**config.mk**
```make
export PLATFORM = sky130hd
export DESIGN_NAME = pc_fetch_ctrl
export DESIGN_NICKNAME = d
export VERILOG_FILES = /design/src/rtl/pc_pkg.sv /design/src/rtl/pc_redirect_buf.sv /design/src/rtl/pc_fetch_ctrl.sv
export SDC_FILE = /design/constraint.sdc
export NUM_CORES = 1
export LEC_CHECK = 0
export CORE_MARGIN = 2
export CORE_UTILIZATION = 33
export CTS_CLUSTER_DIAMETER = 200
export DETAILED_ROUTE_END_ITERATION = 8
export PLACE_DENSITY = 0.58
export SLEW_MARGIN = 5
export SYNTH_ARGS = -nofsm -noshare
export SYNTH_HDL_FRONTEND = slang
export SYNTH_SLANG_ARGS = --single-unit
```
**constraint.sdc**
```tcl
create_clock -name clk_i -period 9.4 [get_ports clk_i]
set_input_delay 1.88 -clock clk_i [delete_from_list [all_inputs] [get_ports clk_i]]
set_output_delay 1.88 -clock clk_i [all_outputs]
set_load 0.1 [all_outputs]
```
**src/rtl/pc_pkg.sv**
```systemverilog
// Shared types and helpers for the program-counter / fetch-request controller.
package pc_pkg;

  typedef enum logic [1:0] {
    IDLE = 2'd0,
    RUN  = 2'd1,
    HALT = 2'd2
  } pc_state_e;

  localparam int unsigned XLEN_DEF      = 32;
  localparam logic [31:0] RESET_VEC_DEF = 32'h0000_0000;

  // True when the low align_bits bits of addr are all zero.
  function automatic logic is_aligned(input logic [63:0] addr,
                                      input int unsigned align_bits);
    logic ok;
    ok = 1'b1;
    for (int unsigned i = 0; i < 64; i++) begin
      if ((i < align_bits) && addr[i]) ok = 1'b0;
    end
    return ok;
  endfunction

endpackage

```
**src/rtl/pc_redirect_buf.sv**
```systemverilog
// Single-entry holding register for a redirect target that could not be
// applied immediately (core stalled or idle).
module pc_redirect_buf #(
  parameter int unsigned XLEN = 32
) (
  input  logic            clk_i,
  input  logic            rst_i,
  input  logic            load_i,
  input  logic            clear_i,
  input  logic [XLEN-1:0] target_i,
  output logic            valid_o,
  output logic [XLEN-1:0] target_o
);

  logic            valid_q;
  logic [XLEN-1:0] target_q;

  // Load overwrites any older entry; clear empties the buffer.
  always_ff @(posedge clk_i or posedge rst_i) begin
    if (rst_i) begin
      valid_q  <= 1'b0;
      target_q <= '0;
    end else if (load_i) begin
      valid_q  <= 1'b1;
      target_q <= target_i;
    end else if (clear_i) begin
      valid_q  <= 1'b0;
    end
  end

  assign valid_o  = valid_q;
  assign target_o = target_q;

endmodule

```
**src/rtl/pc_fetch_ctrl.sv**
```systemverilog
// Program counter and instruction-fetch request controller for the IF stage.
// Handles hazard stalls, branch/jump redirects from ID, buffering of redirects
// that arrive while stalled or idle, fetch counting and misalignment halt.
module pc_fetch_ctrl
  import pc_pkg::*;
#(
  parameter int unsigned     XLEN       = XLEN_DEF,
  parameter logic [XLEN-1:0] RESET_VEC  = XLEN'(RESET_VEC_DEF),
  parameter int unsigned     INC        = 4,
  parameter int unsigned     ALIGN_BITS = 2,
  parameter int unsigned     CNT_W      = 32
) (
  input  logic             clk_i,
  input  logic             rst_i,
  input  logic             start_i,
  input  logic             stall_i,
  input  logic             redirect_valid_i,
  input  logic [XLEN-1:0]  redirect_pc_i,
  input  logic             imem_ready_i,
  output logic [XLEN-1:0]  pc_o,
  output logic             fetch_valid_o,
  output logic             misalign_o,
  output logic [CNT_W-1:0] fetch_cnt_o
);

  pc_state_e        state_q;
  logic [XLEN-1:0]  pc_q;
  logic [CNT_W-1:0] cnt_q;

  logic             tgt_aligned;
  logic             buf_load;
  logic             buf_clear;
  logic             pend_valid;
  logic [XLEN-1:0]  pend_target;

  assign tgt_aligned = is_aligned(64'(redirect_pc_i), ALIGN_BITS);

  assign fetch_valid_o = (state_q == RUN) && !stall_i;
  assign misalign_o    = (state_q == HALT);
  assign pc_o          = pc_q;
  assign fetch_cnt_o   = cnt_q;

  pc_redirect_buf #(
    .XLEN (XLEN)
  ) u_redirect_buf (
    .clk_i    (clk_i),
    .rst_i    (rst_i),
    .load_i   (buf_load),
    .clear_i  (buf_clear),
    .target_i (redirect_pc_i),
    .valid_o  (pend_valid),
    .target_o (pend_target)
  );

  // Pending-buffer control, following the same priority as the PC update.
  always_comb begin
    buf_load  = 1'b0;
    buf_clear = 1'b0;
    case (state_q)
      IDLE: buf_load = redirect_valid_i && tgt_aligned;
      RUN: begin
        if (!start_i)                             buf_load  = redirect_valid_i && tgt_aligned;
        else if (redirect_valid_i && !tgt_aligned) buf_load  = 1'b0;
        else if (redirect_valid_i && !stall_i)     buf_clear = 1'b1;
        else if (redirect_valid_i)                 buf_load  = 1'b1;
        else if (!stall_i && pend_valid)           buf_clear = 1'b1;
      end
      default: ;
    endcase
  end

  // Control FSM and PC register: one prioritised action per edge in RUN.
  always_ff @(posedge clk_i or posedge rst_i) begin
    if (rst_i) begin
      state_q <= IDLE;
      pc_q    <= RESET_VEC;
    end else begin
      case (state_q)
        IDLE: begin
          if (start_i) state_q <= RUN;
        end
        RUN: begin
          if (!start_i) begin
            state_q <= IDLE;
          end else if (redirect_valid_i && !tgt_aligned) begin
            // Raw faulting target is kept in the PC for debug.
            state_q <= HALT;
            pc_q    <= redirect_pc_i;
          end else if (redirect_valid_i && !stall_i) begin
            pc_q <= redirect_pc_i;
          end else if (redirect_valid_i) begin
            pc_q <= pc_q;
          end else if (!stall_i && pend_valid) begin
            pc_q <= pend_target;
          end else if (!stall_i && imem_ready_i) begin
            pc_q <= pc_q + XLEN'(INC);
          end
        end
        default: ;
      endcase
    end
  end

  // Accepted-fetch counter; wraps naturally at 2^CNT_W.
  always_ff @(posedge clk_i or posedge rst_i) begin
    if (rst_i) begin
      cnt_q <= '0;
    end else if (fetch_valid_o && imem_ready_i) begin
      cnt_q <= cnt_q + CNT_W'(1);
    end
  end

endmodule

```
* Word-level counts from Yosys, hierarchy flattened
Index checks and enable logic that the tools add are counted.
Storage, ports and cells: logic and storage cells 51, input port bits 38, bits in registers 99, output and inout bits 66
Cells by class: reduce and logical (&&, ||, !) cells 15, add/sub/neg operators 2, muxes and demuxes 24, equality and inequality tests 5
Operator list (count):
- 32-bit 2-to-1 mux | 5
- 32-bit by 1-bit adder with 32-bit output (second input constant) | 1
- 32-bit by 3-bit adder with 32-bit output (second input constant) | 1
- 1-bit 2-to-1 mux | 14
- 1-bit logical AND | 7
- 2-bit 2-to-1 mux | 3
- 2-bit one-hot mux with 2 select lines | 1
- 4-bit AND reduction | 1
- 2-bit nonzero test | 2
- 4-bit nonzero test | 1
- 3-bit by 1-bit inequality test with 1-bit output (second input constant) | 1
- 3-bit by 2-bit inequality test with 1-bit output (second input constant) | 1
- 3-bit AND reduction | 1
- 2-bit by 1-bit == test with 1-bit output (second input constant) | 1
- 2-bit == test (second input constant) | 1
- 1-bit zero test | 2
- 2-bit zero test | 1
- 2-bit inequality test (second input constant) | 1
- 1-bit one-hot mux with 2 select lines | 1

* Depth between registers and ports, before layout
Gate-level depths: netlist of run 1.
word-level depth 10, depth in mapped cells 9, gate-level depth less buffers 6

* Modules after synthesis
Synthesis of run 1 repeated with hierarchy kept, for this count alone.
Second synthesis, totals: cell total of the unflattened synthesis 549, area, all modules 5492.8 µm²
By module, submodules not included:
- pc_fetch_ctrl | seq. area each 1651.6 µm², cells each 477, instances 1, area each 4111.4 µm²
- pc_redirect_buf | seq. area each 825.8 µm², cells each 72, instances 1, area each 1381.3 µm²

* Least setup slack after synthesis of run 1
No wires, ideal clock.
kind in2out, start point input stall_i, end point output fetch_valid_o, slack 4122 ps, required time 7520 ps, cell stages on the path 2, buffers on the path 1, arrival 3398 ps, path through buf_2 nor2b_1
On the way: word-level cells in the longest chain between the ends 2
RTL lines:
- start: declaration | RTL line pc_fetch_ctrl.sv:16 | input logic stall_i,
- 1-bit zero test | RTL line pc_fetch_ctrl.sv:38 | assign fetch_valid_o = (state_q == RUN) && !stall_i;
- 1-bit logical AND | RTL line pc_fetch_ctrl.sv:38
- end: declaration | RTL line pc_fetch_ctrl.sv:21 | output logic fetch_valid_o,
Every way passes these cells.

* Final worst setup path of run 1
Same ends and word-level chain as after synthesis.

==> metrics.cfg, run 1 <==
[routing]
antenna_left = 0
routed_wl_mm = 14.8
1st_pass_router_iterations = 5
vias = 4546
starting_drt_drc_count = 306
viasPerCell = 5.38
drc_errors = 0
wl_per_cell_microns = 17.6

[layout]
layout.core_utilization_pct = 43.4
fillCellCount = 1498
antenna_cells = 0
final_cells = 845
finish.net_count = 664
drive_gt1_share_pct = 11.3
area.growth.synth_to_final_pct = 29.4

[pwr]
vdd.ir_drop.worst_uv = 247
power_mw = 1.88
p_leak_nw = 2.69
cellPowerDensity_mw_per_mm2 = 276

[die]
die_area_sq_mm = 0.0170
die-width_microns = 130
floorplan.core_area_sq_mm = 0.0157
die_h_microns = 130
std_cell_rows = 46
io_pins = 104
initial_core_util_pct = 33.5

[sta]
finalWorstPathRequiredPeriod_ns = 5.68
tightest_pin_transition_ns = 1.03
hold_slack_ns = 0.483
finalMaxSlewViolations = 0
report.final.setup_viol = 0
rsz0062_at_grt = no
peak_clock_frequency_supported_by_timing_mhz = 176
layout_worst_path_cycle_share_pct = 60.4
fin_tns_setup_ns = 0
final-hold-violation-count = 0
fin_worst_skew_ns = 0.00900
maxSlewHeadroom_pct = 31.3

[logic_synthesis]
yosys_warns = 0
syn_nets = 574
synth_area_in_compound_gates_pct = 16.9
yosys-mux-area-fraction_pct = 7.20
synthesized_area_fraction_occupied_by_adder_cells_pct = 0.475
yosys.area_share.xor_xnor_pct = 6.32
synth_top_cell_by_area = dfrtp_1
seq_area_frac_synth_pct = 47.1
synth-simple-area-share_pct = 19.3
dominantRegCellSynth = dfrtp_1
number_of_distinct_library_cells_after_synthesis = 65
netlist.area_leader.share_pct = 47.1
synth_top_cells_by_count = dfrtp_1, nand2_1, a21oi_1, nor2_1, mux2_2
syn_area_sq_mm = 0.00526
synth.ff_latch_count = 99
postSynth.asyncResetShare_pct = 100
synth_top_cells_by_area = dfrtp_1, mux2_2, xnor2_1
synth_edf_count = 0
synthesis.instances = 534
yosys.cell_count.top_type = dfrtp_1
synth_top_family_by_area = simple AND/OR/NAND/NOR gates
synthesis.area_per_instance_sq_um = 9.86

[grt]
first_global_vias = 4541
grt_pass1_wl_mm = 23.9
initial_antenna_violation_count = 0
track_usage_pct = 18.1
globalRouteOverflowTotal = 0
grt_max_degree = 68

[worst_setup_path]
reg2reg_from = state_q[1]$_DFFE_PP0P_
slowest_stage = clkdlybuf4s50_1
cpMostUsedCell = clkdlybuf4s50_1
crit_path_start_kind = input port
timing.critical_path.cells = clkdlybuf4s50_1, nor2b_1, clkdlybuf4s50_1
cp_data_arrival_time_ns = 3.80
depth_of_the_worst_register_to_register_path = 5
crit_buf_inv = 2
critical-path-max-stage-delay_ns = 1.15
timing.reg2reg.setup_slack_ns = 6.92
crit_type = in2out
cp-end-kind = output port
worst_ep_required_time_ns = 7.52
critical_path.top_delay_family = buffers and inverters
regToRegEndpoint = fetch_cnt_o[23]$_DFFE_PP0P_
worst-path-max-fanout = 9

[placed_design]
port-buffer-count = 103
dpl.cell_count = 829
dpl.hpwl_mm = 10.0
gp_congestion = 0.797

[clock_tree]
cts-resized-gates = 0
ctsRootBufferMaster = clkbuf_16
cts.path.max_buffers = 2
worst_skew_pair.late_latency_ns = 0.35
clk_pin_slew_worst_paths_ns = 0.07
clock_sink_count = 99
cts.htree.levels = 3
cts_made_buffers = 9
cts_tree = built
cts.hold.buffers_added = 0
post_cts.repair.setup_buffers = 0

[min_path]
min_path_cells = 1
holdCritStartpoint = fetch_cnt_o[31]$_DFFE_PP0P_
holdCritPathClass = reg2reg
worstHoldEndpoint = fetch_cnt_o[31]$_DFFE_PP0P_

[run_status]
status = completed

[flow_run]
max_cap_violations = 0

## layer usage
metal  GRT usage, %  routed length [microns]
met1           23.2                     6510
met2           29.3                     7030
met3           5.21                     1070
met4           6.58                      222
met5              0                        0
## registers in the layout, summed over array words and instances, names as in the netlist
signal,cells
state_q,2
pc_o,32
u_redirect_buf.target_o,32
u_redirect_buf.valid_o,1
fetch_cnt_o,32
## area by class of cell
type,instances,area [sq um],area share [%]
clock buffer,9,225,3.31
multi-input combinational,403,2660,39.0
inverter,3,13.8,0.202
tap,216,270,3.97
timing repair buffer,108,1070,15.7
clock inverter,7,98.8,1.45
sequential,99,2480,36.4
## cells by family after synthesis
group	Yosys count
adder cells (fa/ha/maj)	2
flip-flops	99
AO/OA/AOI/OAI	131
XOR/XNOR	38
AND/OR/NAND/NOR	198
buffers and inverters	32
multiplexers	34
## power breakdown
| group | internal, mW | total [mW] | switching [mW] |
|---|---|---|---|
| Sequential | 0.541 | 0.664 | 0.123 |
| Clock | 0.235 | 0.409 | 0.174 |
| Combinational | 0.227 | 0.803 | 0.576 |
| Total | 1.00 | 1.88 | 0.873 |
## stage by stage
stage          worst slack, ns  area (sq um)
2_1_floorplan             4.12          5260
3_5_place_dp              3.70          6490
4_1_cts                   3.71          6810
3_3_place_gp              3.74          6490
6_report                  3.72          6810
5_1_grt                   3.66          6810
## placed cells by master (no fill, tap or decap), drive strengths merged, types with 11 or more instances in the layout
cell type / Yosys / routed
mux2: 31 / 31
xnor2: 30 / 30
nand3: 26 / 26
nand2: 64 / 64
nor2: 36 / 36
o21ai: 30 / 30
nand4: 14 / 14
clkdlybuf4s50: 0 / 103
a21oi: 40 / 40
nor3: 11 / 11
a211oi: 11 / 11
dfrtp: 99 / 99
## worst reg2reg max path: stages, from the launching register on
cell and delay, ns:
dfrtp_1 0.45, nor4bb_2 0.83, nand4_1 0.33, nor2_1 0.44, nand4_1 0.17, xnor2_1 0.15
## worst max path at each step
stage / from / to / cells past startpoint
2_1_floorplan: stall_i / fetch_valid_o / 2
3_3_place_gp: stall_i / fetch_valid_o / 3
3_5_place_dp: stall_i / fetch_valid_o / 3
4_1_cts: stall_i / fetch_valid_o / 3
5_1_grt: stall_i / fetch_valid_o / 3
6_report: stall_i / fetch_valid_o / 3
Note: power is estimated with default switching activity, not from simulation.
==> run 2, diff against run 1 <==
Settings changed: PLACE_DENSITY 0.58 to 0.6.
Clock period 9.4 ns to 4.8 ns, I/O delays scaled along.
==> metrics.cfg, run 2 (synthesized netlist as in run 1, its figures left out) <==
[routing]
1st_pass_router_iterations = 5  ; unchanged
routed_wl_mm = 14.7  ; -1.2%
vias = 4575  ; +0.64%
starting_drt_drc_count = 359  ; +17%
drc_errors = 0  ; unchanged
wl_per_cell_microns = 17.3  ; -1.6%
viasPerCell = 5.40  ; +0.28%
antenna_left = 0  ; unchanged

[clock_tree]
cts.hold.buffers_added = 0  ; unchanged
clock_sink_count = 99  ; unchanged
cts_made_buffers = 9  ; unchanged
post_cts.repair.setup_buffers = 0  ; unchanged
ctsRootBufferMaster = clkbuf_16
worst_skew_pair.late_latency_ns = 0.36  ; about the same
cts.path.max_buffers = 2  ; unchanged
clk_pin_slew_worst_paths_ns = 0.07  ; about the same
cts.htree.levels = 3  ; unchanged
cts_tree = built
cts-resized-gates = 0  ; unchanged

[sta]
report.final.setup_viol = 0  ; unchanged
finalMaxSlewViolations = 0  ; unchanged
maxSlewHeadroom_pct = 31.2  ; -0.097 points
fin_worst_skew_ns = 0.00669  ; -0.00231 ns
fin_tns_setup_ns = 0  ; unchanged
peak_clock_frequency_supported_by_timing_mhz = 319
final-hold-violation-count = 0  ; unchanged
tightest_pin_transition_ns = 1.03  ; +0.00145 ns
finalWorstPathRequiredPeriod_ns = 3.13
layout_worst_path_cycle_share_pct = 65.3
rsz0062_at_grt = no

[die]
io_pins = 104  ; unchanged
initial_core_util_pct = 33.5  ; unchanged
std_cell_rows = 46  ; unchanged
floorplan.core_area_sq_mm = 0.0157  ; unchanged
die_h_microns = 130  ; unchanged
die_area_sq_mm = 0.0170  ; unchanged
die-width_microns = 130  ; unchanged

[pwr]
cellPowerDensity_mw_per_mm2 = 551  ; +100%
vdd.ir_drop.worst_uv = 534  ; +120%
power_mw = 3.79  ; +100%
p_leak_nw = 2.73  ; +1.5%

[layout]
area.growth.synth_to_final_pct = 30.7
drive_gt1_share_pct = 11.6  ; +0.26 points
layout.cells.most_common_list = clkdlybuf4s50_1, dfrtp_1, nand2_1, a21oi_1, nor2_1
finish.net_count = 667  ; +0.45%
antenna_cells = 0  ; unchanged
fillCellCount = 1524  ; +1.7%
mostFrequentLayoutCell = clkdlybuf4s50_1

[grt]
track_usage_pct = 18.0  ; -0.12 points
first_global_vias = 4509  ; -0.70%
initial_antenna_violation_count = 1  ; +1
grt_pass1_wl_mm = 23.7  ; -0.84%
grt_max_degree = 77  ; +13%
globalRouteOverflowTotal = 0  ; unchanged

[flow_run]
max_cap_violations = 0  ; unchanged

[worst_setup_path]
worst_ep_required_time_ns = 3.84  ; -3.68 ns
cp_data_arrival_time_ns = 2.17  ; -1.63 ns
worst-path-max-fanout = 7  ; -2
crit_path_start_kind = flip-flop
cp-end-kind = output port
crit_type = reg2out

[placed_design]
gp_congestion = 0.845  ; +5.9%
port-buffer-count = 103  ; unchanged
dpl.hpwl_mm = 9.96  ; -0.70%

[min_path]
holdCritPathClass = reg2reg

[run_status]
status = completed

run 2: critical path, stage by stage (launching register included):
cell	delay (ns)
dfrtp_1	0.44
nor2b_1	0.22
clkdlybuf4s50_1	1.16
run 2: layout make-up:
type	instances	area, sq um	share of cell area, %
tap	216	270	3.93
sequential	99	2480	36.0
clock inverter	6	136	1.98
inverter	3	13.8	0.200
timing repair buffer	111	1090	15.8
multi-input combinational	403	2650	38.6
clock buffer	10	239	3.47
run 2: final timing paths:
| kind | start | end | slack [ns] | depth (start not counted) |
|---|---|---|---|---|
| max in group asynchronous | rst_i | fetch_cnt_o[1]$_DFFE_PP0P_ | 2.76 | 3 |
| min reg2reg | fetch_cnt_o[31]$_DFFE_PP0P_ | fetch_cnt_o[31]$_DFFE_PP0P_ | 0.48 | 1 |
| max reg2reg | pc_o[2]$_DFFE_PP0P_ | pc_o[24]$_DFFE_PP0P_ | 2.43 | 6 |
| min in group asynchronous | rst_i | fetch_cnt_o[31]$_DFFE_PP0P_ | 1.16 | 2 |
| min | fetch_cnt_o[31]$_DFFE_PP0P_ | fetch_cnt_o[31]$_DFFE_PP0P_ | 0.48 | 1 |
| max | state_q[1]$_DFFE_PP0P_ | misalign_o | 1.67 | 2 |
run 2: routing by layer:
metal	track usage, %	wire length [microns]	up-vias
li1	-	-	2138
met1	22.7	6330	2236
met2	28.7	6790	179
met3	7.05	1320	22
met4	5.19	220	0
met5	0	0	-
run 2: stage by stage:
stage                     hold slack (ns)  cells  cell area (sq um)  utilization [%]  setup WS [ns]
after CTS                           0.481    848               6880             43.8           1.66
after detailed placement            0.466    832               6500             41.4           1.36
after floorplan                     0.453    534               5260                -           1.25
final                               0.481    848               6880             43.8           1.67
after global placement              0.470    832               6500             41.4           1.40
after global routing                0.505    848               6880             43.8           1.55
run 2: where the power goes:
group	leakage [nW]	internal [mW]	switching, mW
registers	1.28	1.06	0.244
logic	1.28	0.448	1.13
clock network	0.179	0.577	0.331
==> run 3, diff against run 2 <==
Settings changed: PLACE_DENSITY 0.6 to 0.58.
Clock period 4.8 ns to 3 ns, I/O delays scaled along.
==> metrics.cfg, run 3 (synthesized netlist as in run 1, its figures left out) <==
[clock_tree]
cts_made_buffers = 9  ; unchanged
cts-resized-gates = 0  ; unchanged
cts.hold.buffers_added = 0  ; unchanged
cts_tree = built
ctsRootBufferMaster = clkbuf_16
post_cts.repair.setup_buffers = 0  ; unchanged
clock_sink_count = 99  ; unchanged
cts.htree.levels = 3  ; unchanged
cts.path.max_buffers = 2  ; unchanged
worst_skew_pair.late_latency_ns = 0.36  ; about the same
clk_pin_slew_worst_paths_ns = 0.07  ; about the same

[sta]
finalWorstPathRequiredPeriod_ns = 2.50
final-hold-violation-count = 0  ; unchanged
peak_clock_frequency_supported_by_timing_mhz = 400
finalMaxSlewViolations = 0  ; unchanged
maxSlewHeadroom_pct = 59.0  ; +28 points
tightest_pin_transition_ns = 0.610  ; -0.418 ns
report.final.setup_viol = 0  ; unchanged
layout_worst_path_cycle_share_pct = 83.2
rsz0062_at_grt = no
post-route-worst-setup-slack_ns = 0.503  ; -1.16 ns
fin_tns_setup_ns = 0  ; unchanged
fin_worst_skew_ns = 0.0103  ; +0.00363 ns

[pwr]
vdd.ir_drop.worst_uv = 816  ; +53%
p_leak_nw = 2.85  ; +4.2%
cellPowerDensity_mw_per_mm2 = 846  ; +54%

[routing]
met3_length_mm = 1.11  ; -16%
maxUsedRoutingLayer = met4
routed_wl_mm = 14.7  ; +0.26%
wl_per_cell_microns = 17.1  ; -0.91%
viasPerCell = 5.36  ; -0.73%
starting_drt_drc_count = 304  ; -15%
antenna_left = 0  ; unchanged
drc_errors = 0  ; unchanged
drt-met1-wl_mm = 6.30  ; -0.36%
detailroute.wirelength.met2_mm = 7.15  ; +5.4%
1st_pass_router_iterations = 6  ; +1
vias = 4595  ; +0.44%

[placed_design]
port-buffer-count = 103  ; unchanged
dpl.hpwl_mm = 10.5  ; +5.6%
placed_cell_area_sq_mm = 0.00644  ; -0.92%
gp_congestion = 0.790  ; -6.5%
dpl.cell_count = 842  ; +1.2%
detailedPlace.worstSlack_ns = 0.122  ; -1.23 ns

[min_path]
holdCritPathClass = reg2reg
min_path_cells = 1  ; unchanged

[worst_setup_path]
timing.reg2reg.setup_slack_ns = 0.78  ; -1.65 ns
critical_path.top_delay_family = simple AND/OR/NAND/NOR gates
worst-path-max-fanout = 18  ; +11
timing.critical_path.cells = clkdlybuf4s50_1, or3b_1, nand2_2, a21oi_1, a31o_2, a221oi_2
crit_type = in2reg
worst-path-stages = 6  ; +4
crit_path_start_kind = input port
cp-end-kind = flip-flop
crit_buf_inv = 1  ; unchanged
worst_ep_required_time_ns = 3.26  ; -0.58 ns
depth_of_the_worst_register_to_register_path = 5  ; -1
critical-path-max-stage-delay_ns = 0.64  ; -0.52 ns
slowest_stage = clkdlybuf4s50_1
cp_data_arrival_time_ns = 2.76  ; +0.59 ns

[die]
die-width_microns = 130  ; unchanged
initial_core_util_pct = 33.5  ; unchanged
std_cell_rows = 46  ; unchanged
floorplan.core_area_sq_mm = 0.0157  ; unchanged
io_pins = 104  ; unchanged
die_h_microns = 130  ; unchanged
die_area_sq_mm = 0.0170  ; unchanged

[run_status]
status = completed

[grt]
first_global_vias = 4479  ; -0.67%
track_usage_pct = 17.7  ; -0.31 points
initial_antenna_violation_count = 0  ; -1
globalRouteOverflowTotal = 0  ; unchanged
grt_max_degree = 39  ; -49%
grt_pass1_wl_mm = 23.5  ; -0.82%

[layout]
layout.cells.most_common_list = dfrtp_1, buf_4, nand2_1, a21oi_1, clkdlybuf4s50_1
mostFrequentLayoutCell = dfrtp_1
finish.instance_area_sq_mm = 0.00673  ; -2.2%
drive_gt1_share_pct = 23.2  ; +12 points
antenna_cells = 0  ; unchanged
finish.net_count = 677  ; +1.5%
area.growth.synth_to_final_pct = 27.8
final_cells = 858  ; +1.2%

[flow_run]
max_cap_violations = 0  ; unchanged

-- run 3: changes by cell type in the layout (fill, tap and decap cells not counted), sizes merged --
cell           delta
buf              +75
inv               +3
clkbuf            -1
bufinv            -4
clkinvlp          +2
clkdlybuf4s50    -65
-- run 3: area by class of cell --
cell class                      count  area [sq um]
Sequential cell                    99          2480
Fill cell                        1530          8990
Tap cell                          216           270
Multi-Input combinational cell    403          2660
Clock inverter                      7          57.6
Clock buffer                        9           225
Inverter                            3          15.0
Timing Repair Buffer              121          1030
-- run 3: final timing paths --
kind | from | to
max in group asynchronous | rst_i | pc_o[19]$_DFFE_PP0P_
min in group asynchronous | rst_i | fetch_cnt_o[1]$_DFFE_PP0P_
setup / recovery | stall_i | pc_o[29]$_DFFE_PP0P_
hold reg to reg | u_redirect_buf.target_o[1]$_DFFE_PP0P_ | u_redirect_buf.target_o[1]$_DFFE_PP0P_
hold / removal | u_redirect_buf.target_o[1]$_DFFE_PP0P_ | u_redirect_buf.target_o[1]$_DFFE_PP0P_
setup reg to reg | pc_o[2]$_DFFE_PP0P_ | pc_o[23]$_DFFE_PP0P_
-- run 3: stage by stage --
step	hold WS [ns]	util [%]	total power, mW
CTS	0.496	42.8	5.74
finish	0.488	42.8	5.69
detailed placement	0.473	41.0	4.57
global route	0.518	42.8	5.97
global placement	0.466	41.0	4.53
floorplan	0.453	-	3.93
-- run 3: where the power goes --
group          internal [mW]  total [mW]  switching [mW]  leakage [nW]
registers               1.70        2.08           0.381          1.28
logic                  0.662        2.48            1.82          1.44
clock network          0.576        1.14           0.563         0.135
-- run 3: worst reg2reg max path, cell delays in order (launching register included) --
cell and delay [ns]:
dfrtp_1 0.49, nand4_2 0.25, or3_1 0.61, nor3_1 0.35
xor2_1 0.12, a221o_1 0.30
-- run 3: routing by layer --
| layer | track usage [%] | up-vias |
|---|---|---|
| li1 | - | 2156 |
| met1 | 21.9 | 2280 |
| met2 | 29.9 | 151 |
| met3 | 6.27 | 8 |
| met4 | 3.92 | 0 |
| met5 | 0 | - |
